===== config.mk =====
export PLATFORM = sky130hd
export DESIGN_NAME = minisys_int_ctrl
export DESIGN_NICKNAME = d
export VERILOG_FILES = /design/src/rtl/minisys_int_pkg.sv /design/src/rtl/minisys_int_prio.sv /design/src/rtl/minisys_int_ctrl.sv
export SDC_FILE = /design/constraint.sdc
export NUM_CORES = 1
export LEC_CHECK = 0
export CORE_AREA = 2 2 62 64
export CTS_CLUSTER_DIAMETER = 50
export DETAILED_ROUTE_END_ITERATION = 10
export DIE_AREA = 0 0 64 66
export PLACE_DENSITY = 0.71
export SLEW_MARGIN = 25
export SYNTH_ARGS = -nofsm -noshare
export SYNTH_HDL_FRONTEND = slang
export SYNTH_SLANG_ARGS = --single-unit
export TNS_END_PERCENT = 30

===== constraint.sdc =====
create_clock -name clock -period 1.45 [get_ports clock]
set_input_delay 0.29 -clock clock [delete_from_list [all_inputs] [get_ports clock]]
set_output_delay 0.29 -clock clock [all_outputs]
set_load 0.005 [all_outputs]

===== src/rtl/minisys_int_pkg.sv =====
// ---------------------------------------------------------------------------
// minisys_int_pkg
// Shared definitions for the MiniSys interrupt controller: IO register
// offsets, interrupt source indices, the source count and the controller
// FSM state encoding (the encoding is visible to software through STATUS).
// Ports: none (package).
// ---------------------------------------------------------------------------
package minisys_int_pkg;

    localparam int NUM_SRC = 6;

    localparam logic [2:0] ADDR_CTRL    = 3'd0;
    localparam logic [2:0] ADDR_ENABLE  = 3'd2;
    localparam logic [2:0] ADDR_PENDING = 3'd4;
    localparam logic [2:0] ADDR_STATUS  = 3'd6;

    localparam int SRC_INT0 = 0;
    localparam int SRC_INT1 = 1;
    localparam int SRC_KEY  = 2;
    localparam int SRC_CTC  = 3;
    localparam int SRC_UART = 4;
    localparam int SRC_WDT  = 5;

    typedef enum logic [1:0] {
        ST_IDLE    = 2'b00,
        ST_REQ     = 2'b01,
        ST_SERVICE = 2'b10
    } intState_e;

endpackage


===== src/rtl/minisys_int_prio.sv =====
// ---------------------------------------------------------------------------
// minisys_int_prio
// Combinational fixed-priority encoder: the lowest set request index wins,
// so int0 has the highest priority.
// Ports:
//   req_i   [NUM_SRC-1:0]  active requests (pending & enabled)
//   idx_o   [2:0]          index of the winning request
//   valid_o                at least one request is active
// ---------------------------------------------------------------------------
module minisys_int_prio
    import minisys_int_pkg::*;
(
    input  logic [NUM_SRC-1:0] req_i,
    output logic [2:0]         idx_o,
    output logic               valid_o
);

    // Scanning from the top index down lets the lowest set bit overwrite
    // any higher one, which gives the fixed priority order.
    always_comb begin
        idx_o   = 3'd0;
        valid_o = 1'b0;
        for (int i = NUM_SRC - 1; i >= 0; i--) begin
            if (req_i[i]) begin
                idx_o   = 3'(i);
                valid_o = 1'b1;
            end
        end
    end

endmodule


===== src/rtl/minisys_int_ctrl.sv =====
// ---------------------------------------------------------------------------
// minisys_int_ctrl
// Six-source interrupt controller for the MiniSys CPU. Raw sources are
// synchronized, collected in PENDING, masked by ENABLE and the global
// enable GIE, and the highest-priority request is presented on irq/irq_vec.
// A three-state FSM (IDLE -> REQ -> SERVICE) tracks the handshake with
// the CPU via irq_ack and eret.
//
// Configuration macro: MINISYS_INT_EDGE_EN
//   defined   : PENDING bits set on synchronized rising edges, cleared by
//               write-1 to PENDING or by irq_ack of that source.
//   undefined : PENDING mirrors the synchronized sources (level mode); the
//               ISR must clear the source itself.
//
// Ports:
//   clock, reset      system clock, synchronous active-high reset
//   int_src[5:0]      raw sources: int0, int1, key, ctc, uart, wdt
//   int_cs, addr      IO chip select and register offset
//   IORead, IOWrite   IO strobes
//   wdata[15:0]       IO write data
//   rdata[15:0]       IO read data (combinational)
//   irq               registered interrupt request to the CPU
//   irq_vec[2:0]      index of the requested / in-service source
//   irq_ack, eret     CPU acknowledge and return-from-interrupt pulses
// ---------------------------------------------------------------------------
module minisys_int_ctrl
    import minisys_int_pkg::*;
(
    input  logic                clock,
    input  logic                reset,
    input  logic [NUM_SRC-1:0]  int_src,
    input  logic                int_cs,
    input  logic [2:0]          addr,
    input  logic                IORead,
    input  logic                IOWrite,
    input  logic [15:0]         wdata,
    output logic [15:0]         rdata,
    output logic                irq,
    output logic [2:0]          irq_vec,
    input  logic                irq_ack,
    input  logic                eret
);

    logic [NUM_SRC-1:0] sync1_q, sync2_q;
    logic               gie_q;
    logic [NUM_SRC-1:0] enable_q;
    logic [NUM_SRC-1:0] pending_q, pending_d;
    intState_e          state_q, state_d;
    logic [2:0]         vec_q, vec_d;
    logic               irq_q, irq_d;
    logic [2:0]         winIdx;
    logic               winValid;
    logic               ctrlWr, enableWr;
    logic               unusedWdata;

    assign ctrlWr      = int_cs && IOWrite && (addr == ADDR_CTRL);
    assign enableWr    = int_cs && IOWrite && (addr == ADDR_ENABLE);
    assign unusedWdata = ^wdata[15:NUM_SRC];

    // Two-flop synchronizer for the asynchronous sources.
    always_ff @(posedge clock) begin
        if (reset) begin
            sync1_q <= '0;
            sync2_q <= '0;
        end else begin
            sync1_q <= int_src;
            sync2_q <= sync1_q;
        end
    end

    always_ff @(posedge clock) begin
        if (reset) begin
            gie_q    <= 1'b0;
            enable_q <= '0;
        end else begin
            if (ctrlWr)   gie_q    <= wdata[0];
            if (enableWr) enable_q <= wdata[NUM_SRC-1:0];
        end
    end

`ifdef MINISYS_INT_EDGE_EN
    logic [NUM_SRC-1:0] sync3_q;
    logic [NUM_SRC-1:0] riseEvt, clrMask;
    logic               pendingWr, ackTaken;

    always_ff @(posedge clock) begin
        if (reset) sync3_q <= '0;
        else       sync3_q <= sync2_q;
    end

    assign pendingWr = int_cs && IOWrite && (addr == ADDR_PENDING);
    assign ackTaken  = (state_q == ST_REQ) && irq_ack;
    assign riseEvt   = sync2_q & ~sync3_q;

    // Clears are applied first and the new edges OR-ed in afterwards, so a
    // set arriving together with a clear on the same bit is never lost.
    always_comb begin
        clrMask = '0;
        if (pendingWr) clrMask = clrMask | wdata[NUM_SRC-1:0];
        if (ackTaken)  clrMask = clrMask | (NUM_SRC'(1) << vec_q);
        pending_d = (pending_q & ~clrMask) | riseEvt;
    end
`else
    always_comb begin
        pending_d = sync2_q;
    end
`endif

    always_ff @(posedge clock) begin
        if (reset) pending_q <= '0;
        else       pending_q <= pending_d;
    end

    minisys_int_prio uPrio (
        .req_i   (pending_q & enable_q),
        .idx_o   (winIdx),
        .valid_o (winValid)
    );

    always_ff @(posedge clock) begin
        if (reset) begin
            state_q <= ST_IDLE;
            vec_q   <= 3'd0;
            irq_q   <= 1'b0;
        end else begin
            state_q <= state_d;
            vec_q   <= vec_d;
            irq_q   <= irq_d;
        end
    end

    // irq is registered from "staying in REQ", so it rises one cycle after
    // REQ is entered and falls on the same edge that leaves REQ. An ack
    // is checked before the withdrawal conditions so that it wins.
    always_comb begin
        state_d = state_q;
        vec_d   = vec_q;
        irq_d   = 1'b0;
        case (state_q)
            ST_IDLE: begin
                if (gie_q && winValid) begin
                    state_d = ST_REQ;
                    vec_d   = winIdx;
                end
            end
            ST_REQ: begin
                if (irq_ack) begin
                    state_d = ST_SERVICE;
                end else if (!gie_q || !pending_q[vec_q] || !enable_q[vec_q]) begin
                    state_d = ST_IDLE;
                end else begin
                    irq_d = 1'b1;
                end
            end
            ST_SERVICE: begin
                if (eret) state_d = ST_IDLE;
            end
            default: state_d = ST_IDLE;
        endcase
    end

    always_comb begin
        rdata = 16'h0000;
        if (int_cs && IORead) begin
            case (addr)
                ADDR_CTRL:    rdata = {15'd0, gie_q};
                ADDR_ENABLE:  rdata = {10'd0, enable_q};
                ADDR_PENDING: rdata = {10'd0, pending_q};
                ADDR_STATUS:  rdata = {11'd0, state_q, vec_q};
                default:      rdata = 16'h0000;
            endcase
        end
    end

    assign irq     = irq_q;
    assign irq_vec = vec_q;

endmodule


==> results_dict.tcl <==
set metrics [dict create \
    cts_root_buf "clkbuf_4" \
    drive_gt1_share_pct 34.33 \
    synth_ff_type "dfxtp_1" \
    maxCapViolations 0 \
    synth_cells 140 \
    power.density_nw_per_um2 934.9 \
    crit_path_cell_trace "mux4_2 -> nor2b_1 -> buf_2" \
    layout_min_cycle_time_ps 1675 \
    fmax_ghz 0.5971 \
    clockBufferDepth 2 \
    ys_ff_latch 31 \
    failed_checks "negative setup slack" \
    ys_top_cells_by_count "dfxtp_1 (31), nor2_1 (21), nor2b_1 (20)" \
    switching_share_pct 18.87 \
    numClockSinks 31 \
    crit_slowest_cell "mux4_2" \
    p_leak_nw 0.8584 \
    arrival_ps 1380 \
    synth_area_per_cell_um2 9.625 \
    grt_usage_pct 16.15 \
    htreeDepth 2 \
    worstSetupPathType "flop to output pin" \
    path_buf_inv 1 \
    hp-class "flop to flop" \
    drv_slew 0 \
    fin_nets 232 \
    drtIter0Drc 63 \
    max_stage_delay_ps 470 \
    die_area_um2 4224 \
    yosys_warnings 0 \
    clock_power_share_pct 44.1 \
    synth_edf_count 0 \
    die_y_um 66 \
    yosys.area.top_type_share_pct 46.05 \
    clk_pin_slew_ps 100 \
    wl_per_cell_um 12.98 \
    rsz0062_at_grt "yes" \
    async_flop_share_pct 0 \
    ys_top_cells_by_area "dfxtp_1 (46%), nor2b_1 (9.3%), mux2i_1 (5.9%)" \
    setup_ws_ps -224.8 \
    grt_pass1_wl_um 5106 \
    grt-ovfl-total 0 \
    setup_tns_ps -723.2 \
    grt_pass1_vias 1149 \
    power.switching_mw 0.3508 \
    cp_top_family "multiplexers" \
    layout.cells.non_filler 249 \
    post-route-util_pct 55.99 \
    drc 0 \
    end_kind "output pin" \
    cts_tree "yes" \
    insertion_delay_ps 330 \
    numCtsBuffers 5 \
    p_comb_share_pct 8.4 \
    synth_most_common_cell "dfxtp_1" \
    cts.hold.buffers_added 0 \
    required_ps 1160 \
    drt-vias-per-instance 4.803 \
    first_pass_iters 4 \
    die_x_um 64 \
    syn2layout_area_growth_pct 47.54 \
    drt-total-wl_um 3233 \
    finalCritPeriodShare_pct 115.5 \
    ant_nets 0 \
    r2r_slack_ps -80 \
    setup_viol 8 \
    holdWs_ps 435.6 \
    grt_max_degree 19 \
    start_util_pct 37.95 \
    seq_power_share_pct 47.4 \
    num_antenna_cells 0 \
    gp_congestion 0.8756 \
    port_buffers 31 \
    cp_max_fo 2 \
    power_mw 1.859 \
    core-area_um2 3551 \
    pin_count 52 \
    synth_top_area_cell "dfxtp_1" \
    start_kind "flop" \
    skew_ps 7.922 \
    num_vias 1196 \
    placedCellCount 237 \
    status "finished, violations left" \
    num_rows 22 \
    yosysSeqAreaShare_pct 46.05 \
    antenna_found_initial 0 \
    irDropWorstVdd_mv 0.6975 \
    dp.final_hpwl_um 2289 \
    synth.cell_area_um2 1348 \
    p_int_mw 1.508 \
    hold_viol_final 0 \
    netlist-cell-type-count 35 \
]
-- flip-flops by register name, indices dropped and copies added, names as in the netlist --
| signal | flops |
|---|---|
| enable_q | 6 |
| gie_q | 1 |
| irq | 1 |
| irq_vec | 3 |
| pending_d | 6 |
| pending_q | 6 |
| state_q | 2 |
| sync1_q | 6 |
-- through the flow --
stage	cell area, um2	worst slack [ps]
floorplan	1381	20.66
global placement	1833	-806.4
detailed placement	1833	-831.2
CTS	1968	-222.2
global route	1988	-278.3
finish	1988	-224.8
-- layer usage --
metal / GRT usage [%] / vias to the layer above / share of wire, %
li1: - / 585 / -
met5: 0 / - / 0
met2: 27.73 / 64 / 49
met1: 17.93 / 532 / 40
met3: 4.429 / 15 / 6.5
met4: 9.239 / 0 / 4.5
-- logic make-up after synthesis --
family                 after synthesis  synth area share [%]
flip-flops                          31                 46.05
AO/OA/AOI/OAI                       19                 10.96
multiplexers                        13                 11.24
buffers and inverters               16                 7.335
other                                1                0.2783
AND/OR/NAND/NOR                     60                 24.14
-- worst paths after layout --
| kind | start | cells after the start | end |
|---|---|---|---|
| min | pending_d[0] | 1 | pending_q[0] |
| min reg2reg | pending_d[0] | 1 | pending_q[0] |
| max | irq_vec[0] | 3 | rdata[0] |
| max reg2reg | state_q[1] | 5 | irq_vec[1] |
-- layout make-up --
cell class              instances  area (um2)
fillers                       322        1563
multi-input cells             102       705.7
flip-flops and latches         31       633.1
repair buffers                 58       480.5
clock inverters                 2       60.06
well taps                      48       60.06
clock buffers                   6       41.29
inverters                       2       7.507
-- power by group through the flow --
stage	Combinational, mW	Clock (mW)	Sequential (mW)
final	0.156	0.821	0.882
after global routing	0.171	0.880	0.885
after CTS	0.155	0.840	0.882
after detailed placement	0.148	0	0.901
after global placement	0.144	0	0.900
after floorplan	0.0736	0	0.900
-- worst register-to-register path, cell delays in order (launching register included) --
cell and delay (ps):
dfxtp_2 340, buf_4 140, or3b_4 420, a41oi_4 250
mux2i_1 230, nor2_1 50
-- cell usage in the layout, fill, tap and decap left out, drive strengths merged --
| cell type | instances |
|---|---|
| a21oi | 2 |
| dfxtp | 31 |
| dlygate4sd2 | 6 |
| conb | 10 |
| and4bb | 1 |
| or3b | 2 |
| inv | 2 |
| mux2 | 4 |
| a32oi | 1 |
| a221o | 1 |
| buf | 32 |
| nand3 | 3 |
| nand3b | 3 |
| a22oi | 6 |
| o21ai | 2 |
| nor2 | 21 |
| clkbuf | 8 |
| clkdlybuf4s15 | 1 |
| mux4 | 1 |
| nand4b | 1 |
| clkdlybuf4s50 | 16 |
| a31oi | 1 |
| nor3 | 1 |
| a21boi | 1 |
| a211oi | 2 |
| nand2 | 6 |
| a311oi | 1 |
| nor2b | 20 |
| nand4 | 1 |
| o22ai | 1 |
| mux2i | 8 |
| dlymetal6s2s | 1 |
| a41oi | 1 |
| nand2b | 1 |
| bufinv | 2 |
-- repair_timing --
action / CTS / global route
endpoints found under the setup margin: 12 / 10
pin swaps: 6 / 4
gates cloned: 0 / 0
resized for setup: 45 / 11
buffers inserted: 4 / 0
No activity file was read; power rests on OpenSTA's default activity.
